### src/rtl/prim_steer_pkg.sv
// Shared helpers for the indexed stream demultiplexer: width functions and the
// occupancy type used by anything that tracks per-port FIFO fill levels.
package prim_steer_pkg;

  function automatic int idx_w(input int n);
    return (n > 1) ? $clog2(n) : 1;
  endfunction

  function automatic int cnt_w(input int depth);
    return $clog2(depth + 1);
  endfunction

  localparam int unsigned CNT_MAX_W = 8;
  typedef logic [CNT_MAX_W-1:0] cnt_t;

endpackage

### src/rtl/prim_steer_fifo.sv
// Single-clock FIFO with registered storage and a mux-read head; no bypass, so a
// pushed item becomes visible the cycle after it is written.
module prim_steer_fifo
  import prim_steer_pkg::*;
#(
  parameter int DW    = 32,
  parameter int DEPTH = 2
) (
  input  logic          clk_i,
  input  logic          rst_i,
  input  logic          push_i,
  input  logic [DW-1:0] data_i,
  output logic          full_o,
  input  logic          pop_i,
  output logic          valid_o,
  output logic [DW-1:0] data_o
);

  localparam int CW = cnt_w(DEPTH);
  localparam int PW = $clog2(DEPTH);

  logic [DW-1:0] mem_q [DEPTH];
  logic [PW-1:0] wptr_q, wptr_d, rptr_q, rptr_d;
  logic [CW-1:0] count_q, count_d;
  logic          push_ok_s, pop_ok_s;

  assign full_o    = (count_q == CW'(DEPTH));
  assign valid_o   = (count_q != '0);
  assign data_o    = mem_q[rptr_q];
  assign push_ok_s = push_i & ~full_o;
  assign pop_ok_s  = pop_i & valid_o;

  always_comb begin
    wptr_d  = push_ok_s ? wptr_q + 1'b1 : wptr_q;
    rptr_d  = pop_ok_s  ? rptr_q + 1'b1 : rptr_q;
    count_d = count_q;
    case ({push_ok_s, pop_ok_s})
      2'b10:   count_d = count_q + 1'b1;
      2'b01:   count_d = count_q - 1'b1;
      default: count_d = count_q;
    endcase
  end

  always_ff @(posedge clk_i or posedge rst_i) begin
    if (rst_i) begin
      for (int i = 0; i < DEPTH; i++) mem_q[i] <= '0;
      wptr_q  <= '0;
      rptr_q  <= '0;
      count_q <= '0;
    end else begin
      if (push_ok_s) mem_q[wptr_q] <= data_i;
      wptr_q  <= wptr_d;
      rptr_q  <= rptr_d;
      count_q <= count_d;
    end
  end

endmodule

### src/rtl/prim_steer_demux.sv
// Indexed 1:N stream demultiplexer into per-destination FIFOs.
// Optional PRIM_STEER_DEMUX_ERR_EN adds a registered drop pulse and saturating drop counter.
module prim_steer_demux
  import prim_steer_pkg::*;
#(
  parameter int N      = 4,
  parameter int DW     = 32,
  parameter int DEPTH  = 2,
  localparam int IW    = idx_w(N)
) (
  input  logic            clk_i,
  input  logic            rst_i,
  input  logic            valid_i,
  output logic            ready_o,
  input  logic [IW-1:0]   idx_i,
  input  logic [DW-1:0]   data_i,
  output logic [N-1:0]    valid_o,
  output logic [N*DW-1:0] data_o,
  input  logic [N-1:0]    ready_i,
  output logic            err_o
);

  logic [N-1:0]         full_s;
  logic [N-1:0]         push_s;
  logic [(1<<IW)-1:0]   full_pad_s;
  logic                 in_range_s;

  assign in_range_s = ({1'b0, idx_i} < (IW+1)'(N));

  // Padding keeps the full-flag lookup in bounds when N is not a power of two.
  always_comb begin
    full_pad_s         = '0;
    full_pad_s[N-1:0]  = full_s;
  end

  assign ready_o = in_range_s ? ~full_pad_s[idx_i] : 1'b1;

  for (genvar k = 0; k < N; k++) begin : g_port
    assign push_s[k] = valid_i & ready_o & in_range_s & (idx_i == IW'(k));

    prim_steer_fifo #(.DW(DW), .DEPTH(DEPTH)) u_fifo (
      .clk_i   (clk_i),
      .rst_i   (rst_i),
      .push_i  (push_s[k]),
      .data_i  (data_i),
      .full_o  (full_s[k]),
      .pop_i   (ready_i[k]),
      .valid_o (valid_o[k]),
      .data_o  (data_o[k*DW +: DW])
    );
  end

`ifdef PRIM_STEER_DEMUX_ERR_EN
  logic        drop_s;
  logic        err_q;
  logic [15:0] drop_cnt_q;

  assign drop_s = valid_i & ~in_range_s;

  always_ff @(posedge clk_i or posedge rst_i) begin
    if (rst_i) begin
      err_q      <= 1'b0;
      drop_cnt_q <= 16'h0000;
    end else begin
      err_q <= drop_s;
      if (drop_s && (drop_cnt_q != 16'hFFFF)) drop_cnt_q <= drop_cnt_q + 16'd1;
    end
  end

  assign err_o = err_q;
`else
  assign err_o = 1'b0;
`endif

endmodule

### config.mk
export PLATFORM = sky130hd
export DESIGN_NAME = prim_steer_demux
export DESIGN_NICKNAME = d
export VERILOG_FILES = /design/src/rtl/prim_steer_pkg.sv /design/src/rtl/prim_steer_fifo.sv /design/src/rtl/prim_steer_demux.sv
export SDC_FILE = /design/constraint.sdc
export NUM_CORES = 1
export LEC_CHECK = 0
export ABC_AREA = 1
export BUFFER_PORTS_ARGS = -buffer_cell sky130_fd_sc_hd__buf_2
export CORE_UTILIZATION = 53
export CTS_CLUSTER_DIAMETER = 30
export CTS_CLUSTER_SIZE = 28
export DETAILED_ROUTE_END_ITERATION = 6
export GPL_TIMING_DRIVEN = 0
export PLACE_DENSITY = 0.8
export SETUP_SLACK_MARGIN = 0.3
export SLEW_MARGIN = 10
export SYNTH_ARGS = -nofsm -noshare
export SYNTH_HDL_FRONTEND = slang
export SYNTH_SLANG_ARGS = --single-unit
export TNS_END_PERCENT = 10
### constraint.sdc
create_clock -name clk_i -period 14.11 [get_ports clk_i]
set_input_delay 2.1165 -clock clk_i [delete_from_list [all_inputs] [get_ports clk_i]]
set_output_delay 2.1165 -clock clk_i [all_outputs]
set_load 0.02 [all_outputs]
==> results.md, run 1 <==
- Final Setup Violations: 0
- Initial Utilization: 0.546
- Sequential-to-total area share from yosys stat: 0.546
- # Post-CTS Setup Buffers: 0
- Filler instances: 1909
- Count of vias placed by the detailed router: 11416
- Maximum fanout encountered on the critical timing path: 5
- First-pass GRT wire length: ~56000 um
- Origin of the worst setup path: idx_i[1]
- Latest clock arrival within the worst-skew pair: 540 ps
- Share of the synthesized netlist area taken by xor and xnor gates: 0.00843
- Multiplexer share of the synthesized area: 0
- Final-report hold violation count: 0
- Vias in the first global route: 10873
- Placement Cell Area: 13600 um^2
- Leading post-synthesis cells by cell area: sky130_fd_sc_hd__dfrtp_1, sky130_fd_sc_hd__nand2_1, sky130_fd_sc_hd__nand3_1, sky130_fd_sc_hd__buf_2, sky130_fd_sc_hd__clkbuf_1
- Synthesized instance count: about 1700
- DIE AREA: roughly 24000 um^2
- Deepest level of the CTS H-tree: 2
- Final Wtd Congestion: around 0.9
- Number of placement rows: 55
- Number of clock sinks seen by CTS: 272
- Synthesized cell area: 12500 um^2
- Total negative slack: 0 ps
- Number of buffers created by CTS: slightly below 50
- Required arrival time at the worst endpoint: 11990 ps
- Synthesized area per cell: ~7.5 um^2
- Least-Margin Pin Slew: 628 ps
- Largest net degree at the start of global routing: 112
- Count of final max-slew check failures: 0
- Clk buf depth: 3
- Worst path arrival time: just over 3000 ps
- Netlist cell types: 21
- Leading cell type in the layout, fill and taps excluded: sky130_fd_sc_hd__nand2_1
- DIE WIDTH: 155 um
- Maximum clock frequency: 191 MHz
- Most frequent cells in the layout: sky130_fd_sc_hd__nand2_1, sky130_fd_sc_hd__dfrtp_1, sky130_fd_sc_hd__buf_2
- Final ANT Viol Nets: 0
- Static Leakage: 8.82 nW
- Clk slew on worst S/H paths: approximately 50 ps
- Number of storage elements in the synthesis netlist: 272
- Remaining routing DRC violations: 0
- Post-Synthesis Net Count: 1709
- Fraction of synthesized cell area taken by the top area cell type: 0.546
- Share of the synthesized area in compound gates (AO/OA/AOI/OAI): 0.00321
- Time the final worst path needs with I/O delays and setup: 5230 ps
- PostCTS Resize Cnt: 0
- Number of violations reported at the end of detailed-routing iteration 0: between 1000 and 1500
- Hold_buf cts: 0
- Area of the core: 22800 um^2
- Final Cycle Share: 0.371
- TritonCTS clock tree: built
- Floorplan die height: 155 um
- Unrepaired setup endpoints after global routing: no
- Startpoint of the lowest-slack hold path: g_port[0].u_fifo.mem_q[59]
- Synthesis warning total: 0
- IO buf count: 141
- Residual overflow from global routing: 0
- Worst min-delay path category: reg -> reg
- Layout cell share with drive strength beyond 1: 0.165
- Peak supply drop: 0.193 mV
- Clock tree root buffer cell: sky130_fd_sc_hd__clkbuf_16
- Adder-cell share of the synthesized area: 0.00401
- Outcome: finished clean
- Final non-filler cell area: around 15000 um^2
- WS Path Type: in -> out
- Half-perimeter wire length after detailed placement: about 24000 um
- Share of synthesized cell area in and, or, nand and nor gates: 0.380
- Vias per cell: 5.16
- Initial antenna violation count: 5
- Critical Path Sink Type: output pin
- Startpoint class of the critical path: input pin
- GRT Resource Usage Total: 0.296
- Power density over cell area: 272 nW/um^2
- Combinational family with the most area after synthesis: simple AND/OR/NAND/NOR gates
- Library cell with the largest summed area after synthesis: sky130_fd_sc_hd__dfrtp_1
- Number of placed I/O pins: 175
- Layout Skew: ~17 ps
- Number of detailed-route iterations in the first pass: 6
- Relative area change from synthesis to final layout: 22.6%
- Final routed wirelength across all metal layers: 35000 um
- Drt wl/cell: approximately 16 um
- Beginning of the worst register-to-register path: g_port[2].u_fifo.count_q[0]
- Max-cap check violation count: 0
- Max transition margin: 0.582
- Total Nets Final: 1903
stage by stage:
stage                     cells  hold WS, ps  power [W]  utilization  setup slack, ps
after floorplan            1664          442    0.00243            -             4500
after global placement     2118          453    0.00292        0.594             1630
after detailed placement   2120          458    0.00297        0.596             8960
after CTS                  2210          472    0.00415        0.669             8920
after global routing       2214          484    0.00442        0.669             8830
final                      2214          467    0.00416        0.669             8880
final timing paths:
check | cells past startpoint | slack (ps) | to
setup / recovery | 7 | 8880 | ready_o
hold / removal | 2 | 470 | g_port[0].u_fifo.mem_q[59]
setup reg to reg | 12 | 11830 | g_port[2].u_fifo.count_q[1]
hold reg to reg | 2 | 470 | g_port[0].u_fifo.mem_q[59]
max in group asynchronous | 4 | 11180 | g_port[3].u_fifo.mem_q[44]
min in group asynchronous | 2 | 1620 | g_port[0].u_fifo.mem_q[25]
state kept, by name, indices dropped and copies added, names as in the netlist:
register and count:
g_port.u_fifo.mem_q 256, g_port.u_fifo.count_q 8, g_port.u_fifo.rptr_q 4, g_port.u_fifo.wptr_q 4
synth_stat cells:
library cell               number
sky130_fd_sc_hd__nor2_1        10
sky130_fd_sc_hd__nand4_1        4
sky130_fd_sc_hd__nor2_2         5
sky130_fd_sc_hd__clkinv_1       4
sky130_fd_sc_hd__inv_1         23
sky130_fd_sc_hd__dfrtp_1      272
sky130_fd_sc_hd__o21ai_0        4
sky130_fd_sc_hd__clkbuf_2      10
sky130_fd_sc_hd__clkbuf_1      50
sky130_fd_sc_hd__nand4_2        2
sky130_fd_sc_hd__xor2_1         8
sky130_fd_sc_hd__conb_1         1
sky130_fd_sc_hd__a21oi_1        4
sky130_fd_sc_hd__xnor2_1        4
sky130_fd_sc_hd__ha_1           4
sky130_fd_sc_hd__inv_2          4
sky130_fd_sc_hd__buf_1         10
sky130_fd_sc_hd__nand2_1     1054
sky130_fd_sc_hd__buf_2         44
sky130_fd_sc_hd__nand3_1      132
sky130_fd_sc_hd__buf_4         15
where the power goes:
group	switching [W]	internal [W]
sequential	0.000206	0.00115
clock	0.000426	0.000737
combinational	0.00113	0.000505
area by class of cell:
class,instances,area (um^2),area share
Timing Repair Buffer,143,761,0.0498
Sequential cell,272,6810,0.445
Antenna cell,4,10.0,0.000655
Inverter,31,124,0.00810
Multi-Input combinational cell,1232,4930,0.323
Clock buffer,56,1310,0.0859
Tap cell,313,392,0.0256
Buffer,129,608,0.0398
Clock inverter,34,340,0.0223
logic make-up (layout without fill, tap and decap cells):
kind of cell / count (synthesis) / in the layout
simple gates: 1207 / 1207
flops: 272 / 272
buf+inv: 160 / 393
xor+xnor: 12 / 12
compound gates: 8 / 8
fa+ha+maj: 4 / 4
other cells: 1 / 5
critical path, cell delays in order:
cell and delay [ps]:
sky130_fd_sc_hd__buf_2 130, sky130_fd_sc_hd__inv_1 110, sky130_fd_sc_hd__nor2_1 110, sky130_fd_sc_hd__nand2_1 80, sky130_fd_sc_hd__nand2_1 60, sky130_fd_sc_hd__nor2_2 270, sky130_fd_sc_hd__buf_2 230
routing by layer:
metal | track usage | vias up | share of wire
met5 | 0.0166 | - | 0.0017
met4 | 0.127 | 4 | 0.039
met3 | 0.0446 | 104 | 0.082
met2 | 0.479 | 500 | 0.47
met1 | 0.396 | 5349 | 0.41
li1 | - | 5459 | -
No activity file was read; power rests on OpenSTA's default activity.
==> run 2, diff against run 1 <==
--- a/config.mk
+++ b/config.mk
@@ -5,14 +5,14 @@
 export SDC_FILE = /design/constraint.sdc
 export NUM_CORES = 1
 export LEC_CHECK = 0
-export ABC_AREA = 1
+export ABC_AREA = 0
 export BUFFER_PORTS_ARGS = -buffer_cell sky130_fd_sc_hd__buf_2
-export CORE_UTILIZATION = 53
+export CORE_UTILIZATION = 52
 export CTS_CLUSTER_DIAMETER = 30
 export CTS_CLUSTER_SIZE = 28
 export DETAILED_ROUTE_END_ITERATION = 6
 export GPL_TIMING_DRIVEN = 0
-export PLACE_DENSITY = 0.8
+export PLACE_DENSITY = 0.82
 export SETUP_SLACK_MARGIN = 0.3
 export SLEW_MARGIN = 10
 export SYNTH_ARGS = -nofsm -noshare
==> constraint.sdc (replaced) <==
create_clock -name clk_i -period 4.2 [get_ports clk_i]
set_input_delay 0.63 -clock clk_i [delete_from_list [all_inputs] [get_ports clk_i]]
set_output_delay 0.63 -clock clk_i [all_outputs]
set_load 0.02 [all_outputs]
==> results.md, run 2 <==
- Vias per cell: 5.36
- Floorplan die height: 154 um
- WS Path Type: reg -> out
- DIE AREA: 23700 um^2
- Final ANT Viol Nets: 0
- Area of the core: 22600 um^2
- Post-Synthesis Net Count: roughly 810
- Number of violations reported at the end of detailed-routing iteration 0: around 230
- Count of vias placed by the detailed router: between 7000 and 8000
- Half-perimeter wire length after detailed placement: 17800 um
- Worst path arrival time: approximately 2500 ps
- Clock tree root buffer cell: sky130_fd_sc_hd__clkbuf_16
- Largest registers: g_port.u_fifo.mem_q x256, g_port.u_fifo.count_q x8
- Number of clock sinks seen by CTS: 272
- Leading post-synthesis cells by cell area: sky130_fd_sc_hd__dfrtp_1, sky130_fd_sc_hd__mux2_2, sky130_fd_sc_hd__mux2_4, sky130_fd_sc_hd__buf_2, sky130_fd_sc_hd__xnor2_1
- Dpl ws: 1560 ps
- Vias in the first global route: 7764
- Clock network power share: 0.309
- Synthesized instance count: between 700 and 800
- Hold_buf cts: 0
- Internal Power: between 0.009 and 0.01 W
- Number of placement rows: 55
- Max transition margin: 0.374
- Commonest cells in the netlist: sky130_fd_sc_hd__mux2_2, sky130_fd_sc_hd__dfrtp_1, sky130_fd_sc_hd__mux2_4
- Library cell with the largest summed area after synthesis: sky130_fd_sc_hd__dfrtp_1
- Time the final worst path needs with I/O delays and setup: roughly 3100 ps
- Required arrival time at the worst endpoint: 3570 ps
- Deepest level of the CTS H-tree: 2
- Number of buffers created by CTS: 56
- Final Setup Violations: 0
- Relative area change from synthesis to final layout: 28.1%
- Most repeated cell in the gate-level netlist after synthesis: sky130_fd_sc_hd__mux2_2
- Final setup slack of the worst path: 1050 ps
- Final Cycle Share: 0.750
- Filler instances: 1575
- Layout cell share with drive strength beyond 1: 0.670
- Static Leakage: 7.14 nW
- Maximum clock frequency: 318 MHz
- Peak supply drop: approximately 0.53 mV
- Power share of the combinational group: 0.383
- Drt wl/cell: 20.6 um
- Least-Margin Pin Slew: 939 ps
- Synthesized cell area: 12000 um^2
- Count of final max-slew check failures: 0
- PostCTS Resize Cnt: 0
- GRT Resource Usage Total: 0.241
- Sequential-to-total area share from yosys stat: 0.568
- Fraction of synthesized cell area taken by the top area cell type: 0.568
- # Post-CTS Setup Buffers: 0
- Remaining routing DRC violations: 0
- Most common flop cell mapped by yosys: sky130_fd_sc_hd__dfrtp_1
- Number of detailed-route iterations in the first pass: 4
- Final core utilization: 0.679
- DIE WIDTH: 154 um
- Maximum fanout encountered on the critical timing path: 10
- Outcome: finished clean
- Initial Utilization: 0.530
- Final routed wirelength across all metal layers: roughly 28000 um
- Synthesis warning total: 0
- Startpoint class of the critical path: register
- Proportion of power drawn by flip-flops and latches: 0.308
- Total Nets Final: 1047
- Final Wtd Congestion: about 0.73
- Layout Skew: between 15 and 20 ps
- Unrepaired setup endpoints after global routing: no
- Synthesized area per cell: between 15 and 20 um^2
- First-pass GRT wire length: roughly 44000 um
- Total power after layout: between 0.01 and 0.015 W
- Netlist cell types: 27
- Number of storage elements in the synthesis netlist: approximately 270
- IO buf count: 171
- Number of placed I/O pins: around 180
- Most frequent cells in the layout: sky130_fd_sc_hd__mux2_2, sky130_fd_sc_hd__dfrtp_1, sky130_fd_sc_hd__buf_2
- Most flop-heavy register: g_port.u_fifo.mem_q
- Clk buf depth: 3
- Switching power: 0.00508 W
- Latest clock arrival within the worst-skew pair: 550 ps
- Largest net degree at the start of global routing: 39
- Worst setup slack for register-to-register paths: 2130 ps
- Switching power as a share of total power: 0.339
- TritonCTS clock tree: built
- Worst min-delay path category: in -> async
- Total negative slack: 0 ps
- Max-cap check violation count: 0
- Fraction of registers with async set or reset after synthesis: 1.00
- Leading cell type in the layout, fill and taps excluded: sky130_fd_sc_hd__mux2_2
- Residual overflow from global routing: 0
- Max FFs per register: 256
- Initial antenna violation count: 1
- Power density over cell area: 976 nW/um^2
- Critical Path Sink Type: output pin
- Clk slew on worst S/H paths: roughly 50 ps
- Final-report hold violation count: 0
- EDFF count, synth: 0
-- run 2: routing by layer --
metal,GRT usage,vias to the layer above,share of wire
met2,0.385,210,0.47
met4,0.0648,0,0.015
li1,-,3235,-
met3,0.0702,39,0.068
met1,0.322,3661,0.44
met5,0,-,0
-- run 2: per-stage QoR --
step / hold WS [ps] / cells / cell area, um^2
after floorplan: 452 / 766 / 12000
after global placement: 464 / 1222 / 13200
after detailed placement: 470 / 1229 / 13300
after CTS: 208 / 1332 / 15400
after global routing: 242 / 1332 / 15400
final: 202 / 1333 / 15400
-- run 2: power by group through the flow --
stage	Combinational [W]	Clock (W)	Sequential, W
after floorplan	0.00422	0	0.00441
after global placement	0.00564	0	0.00454
after detailed placement	0.00575	0	0.00462
after CTS	0.00581	0.00470	0.00461
after global routing	0.00612	0.00483	0.00478
final	0.00575	0.00464	0.00461
-- run 2: cells by family (layout without fill, tap and decap cells) --
family / Yosys count / count (layout) / synth area share
buf+inv: 50 / 331 / 0.0223
other cells: 1 / 2 / 0.000313
fa+ha+maj: 4 / 4 / 0.00417
flops: 272 / 272 / 0.568
simple gates: 34 / 34 / 0.0188
mux: 385 / 385 / 0.372
xor+xnor: 20 / 20 / 0.0146
-- run 2: critical path, cell delays in order (launching register included) --
cell	delay [ps]
sky130_fd_sc_hd__dfrtp_1	310
sky130_fd_sc_hd__clkbuf_1	300
sky130_fd_sc_hd__clkbuf_1	750
sky130_fd_sc_hd__mux2_2	440
sky130_fd_sc_hd__buf_2	160
-- run 2: final cells by class --
cell class | instances | area (um^2) | share of cell area
clock inverter | 39 | 502 | 0.0327
timing repair buffer | 178 | 996 | 0.0648
clock buffer | 64 | 1510 | 0.0985
antenna | 1 | 2.50 | 0.000163
multi-input combinational | 444 | 4920 | 0.320
tap | 285 | 357 | 0.0232
sequential | 272 | 6810 | 0.443
buffer | 49 | 264 | 0.0172
inverter | 1 | 7.51 | 0.000489
-- run 2: path summary, 6_finish.rpt --
path,endpoint,cells past startpoint,start
min reg2reg,g_port[0].u_fifo.count_q[1],1,g_port[0].u_fifo.count_q[1]
max reg2reg,g_port[3].u_fifo.mem_q[52],4,g_port[3].u_fifo.count_q[1]
min in group clk_i,g_port[2].u_fifo.mem_q[47],2,data_i[15]
max in group asynchronous,g_port[3].u_fifo.mem_q[22],5,rst_i
max,data_o[79],4,g_port[2].u_fifo.rptr_q
min,g_port[1].u_fifo.mem_q[3],2,rst_i
==> run 3, diff against run 2 <==
--- a/config.mk
+++ b/config.mk
@@ -5,14 +5,14 @@
 export SDC_FILE = /design/constraint.sdc
 export NUM_CORES = 1
 export LEC_CHECK = 0
-export ABC_AREA = 0
+export ABC_AREA = 1
 export BUFFER_PORTS_ARGS = -buffer_cell sky130_fd_sc_hd__buf_2
 export CORE_UTILIZATION = 52
 export CTS_CLUSTER_DIAMETER = 30
 export CTS_CLUSTER_SIZE = 28
 export DETAILED_ROUTE_END_ITERATION = 6
 export GPL_TIMING_DRIVEN = 0
-export PLACE_DENSITY = 0.82
+export PLACE_DENSITY = 0.81
 export SETUP_SLACK_MARGIN = 0.3
 export SLEW_MARGIN = 10
 export SYNTH_ARGS = -nofsm -noshare
==> constraint.sdc (replaced) <==
create_clock -name clk_i -period 2.75 [get_ports clk_i]
set_input_delay 0.4125 -clock clk_i [delete_from_list [all_inputs] [get_ports clk_i]]
set_output_delay 0.4125 -clock clk_i [all_outputs]
set_load 0.02 [all_outputs]
==> results.md, run 3 (synthesis results as in run 1) <==
- Critical Path Sink Type: output pin
- Static Leakage: 8.91 nW
- Number of clock sinks seen by CTS: 272
- Maximum clock frequency: ~390 MHz
- Final routed wirelength across all metal layers: ~36000 um
- Final ANT Viol Nets: 0
- Most frequent cells in the layout: sky130_fd_sc_hd__nand2_1, sky130_fd_sc_hd__dfrtp_1, sky130_fd_sc_hd__buf_2
- Floorplan die height: between 150 and 200 um
- Final-report hold violation count: 0
- Initial antenna violation count: 3
- Area of the core: 23500 um^2
- Largest net degree at the start of global routing: 40
- Clock tree root buffer cell: sky130_fd_sc_hd__clkbuf_16
- First-pass GRT wire length: between 50000 and 60000 um
- Half-perimeter wire length after detailed placement: approximately 25000 um
- Clk buf depth: 3
- Latest clock arrival within the worst-skew pair: 550 ps
- Outcome: finished clean
- Most flop-heavy register: g_port.u_fifo.mem_q
- Clk slew on worst S/H paths: 50 ps
- Worst path arrival time: 2130 ps
- Final Instance Count excl. Fillers: 2229
- Final Setup Violations: 0
- Largest registers: g_port.u_fifo.mem_q x256, g_port.u_fifo.count_q x8
- Vias in the first global route: about 11000
- Drt wl/cell: 16.4 um
- Max FFs per register: about 260
- Layout cell share with drive strength beyond 1: 0.174
- Max transition margin: 0.568
- Vias per cell: 5.21
- Number of placement rows: 56
- DIE WIDTH: 157 um
- Remaining routing DRC violations: 0
- Time the final worst path needs with I/O delays and setup: 2540 ps
- DIE AREA: 24600 um^2
- Number of detailed-route iterations in the first pass: 6
- Final Wtd Congestion: 0.944
- Number of buffers created by CTS: 51
- Number of violations reported at the end of detailed-routing iteration 0: between 1000 and 1500
- Final Cycle Share: 0.925
- Startpoint class of the critical path: register
- Relative area change from synthesis to final layout: 24.0%
- Total negative slack: 0 ps
- Required arrival time at the worst endpoint: 2340 ps
- Leading cell type in the layout, fill and taps excluded: sky130_fd_sc_hd__nand2_1
- Least-Margin Pin Slew: 648 ps
- Number of placed I/O pins: 175
- Total power after layout: 0.0216 W
- Layout Skew: 21.0 ps
- Power density over cell area: 1400 nW/um^2
- Initial Utilization: 0.531
- Count of vias placed by the detailed router: 11611
- TritonCTS clock tree: built
- Count of final max-slew check failures: 0
- GRT Resource Usage Total: 0.302
- Worst min-delay path category: in -> reg
- Peak supply drop: 1.19 mV
- Total Nets Final: 1912
- WS Path Type: reg -> out
- Max-cap check violation count: 0
- IO buf count: around 140
- Unrepaired setup endpoints after global routing: yes
- # placed instances: 2132
- Deepest level of the CTS H-tree: 2
- Maximum fanout encountered on the critical timing path: 10
- Residual overflow from global routing: 0
run 3: changes by cell type in the layout (fill, tap and decap cells not counted), moves of 9 or more:
cell,before,now
sky130_fd_sc_hd__nand3_1,2,132
sky130_fd_sc_hd__inv_1,0,22
sky130_fd_sc_hd__mux2_2,351,0
sky130_fd_sc_hd__clkbuf_1,18,44
sky130_fd_sc_hd__buf_1,0,10
sky130_fd_sc_hd__nand2_1,0,1054
sky130_fd_sc_hd__buf_4,6,15
sky130_fd_sc_hd__mux2_4,30,0
sky130_fd_sc_hd__clkbuf_2,0,22
run 3: power breakdown:
part,switching (W),total (W),internal (W)
clock,0.00218,0.00605,0.00387
sequential,0.00107,0.00699,0.00592
combinational,0.00590,0.00853,0.00263
run 3: worst max-delay path, cell delays in order, from the launching register on:
cell	delay (ps)
sky130_fd_sc_hd__dfrtp_1	320
sky130_fd_sc_hd__clkbuf_1	290
sky130_fd_sc_hd__clkbuf_1	470
sky130_fd_sc_hd__nand2_1	130
sky130_fd_sc_hd__nand2_1	180
sky130_fd_sc_hd__buf_2	190
run 3: path summary, 6_finish.rpt:
path                                                  start                     endpoint  slack (ps)  depth (start not counted)
worst max register to register  g_port[2].u_fifo.count_q[0]  g_port[2].u_fifo.count_q[1]         460                         12
worst max-delay path                g_port[1].u_fifo.rptr_q                   data_o[61]         210                          5
worst min-delay path                             ready_i[2]      g_port[2].u_fifo.rptr_q         180                          3
worst min register to register    g_port[0].u_fifo.mem_q[3]    g_port[0].u_fifo.mem_q[3]         470                          2
min in group asynchronous                             rst_i   g_port[0].u_fifo.mem_q[33]         340                          3
max in group asynchronous                             rst_i   g_port[2].u_fifo.mem_q[45]        1450                          6
run 3: per-stage QoR:
stage                     worst slack, ps  hold slack (ps)  utilization  area, um^2
after floorplan                     -1260              442            -       12500
after global placement              -2770              453        0.578       13600
after detailed placement              404              354        0.585       13700
after CTS                             255              174        0.658       15400
after global routing                  173              179        0.659       15500
final                                 207              175        0.659       15500
run 3: per-layer routing:
metal	GRT usage	wire, um	vias to the layer above
met2	0.505	17400	558
li1	-	-	5478
met3	0.0606	2920	105
met1	0.382	14900	5470
met5	0	0	-
met4	0.123	1230	0
run 3: cell type report:
cell class	instances	area (um^2)
clock buffers	65	1420
multi-input cells	1232	4930
fillers	1889	8010
plain buffers	129	623
diodes	3	7.51
inverters	31	121
clock inverters	28	273
well taps	319	399
repair buffers	150	876
flip-flops and latches	272	6810
run 3: what timing repair did:
action,4_1_cts,5_1_grt
gates resized for setup,4,19
endpoints found under the setup margin,49,116
setup buffers,0,0
hold buffers,1,0
hold endpoints to repair,5,0
cloned,0,0
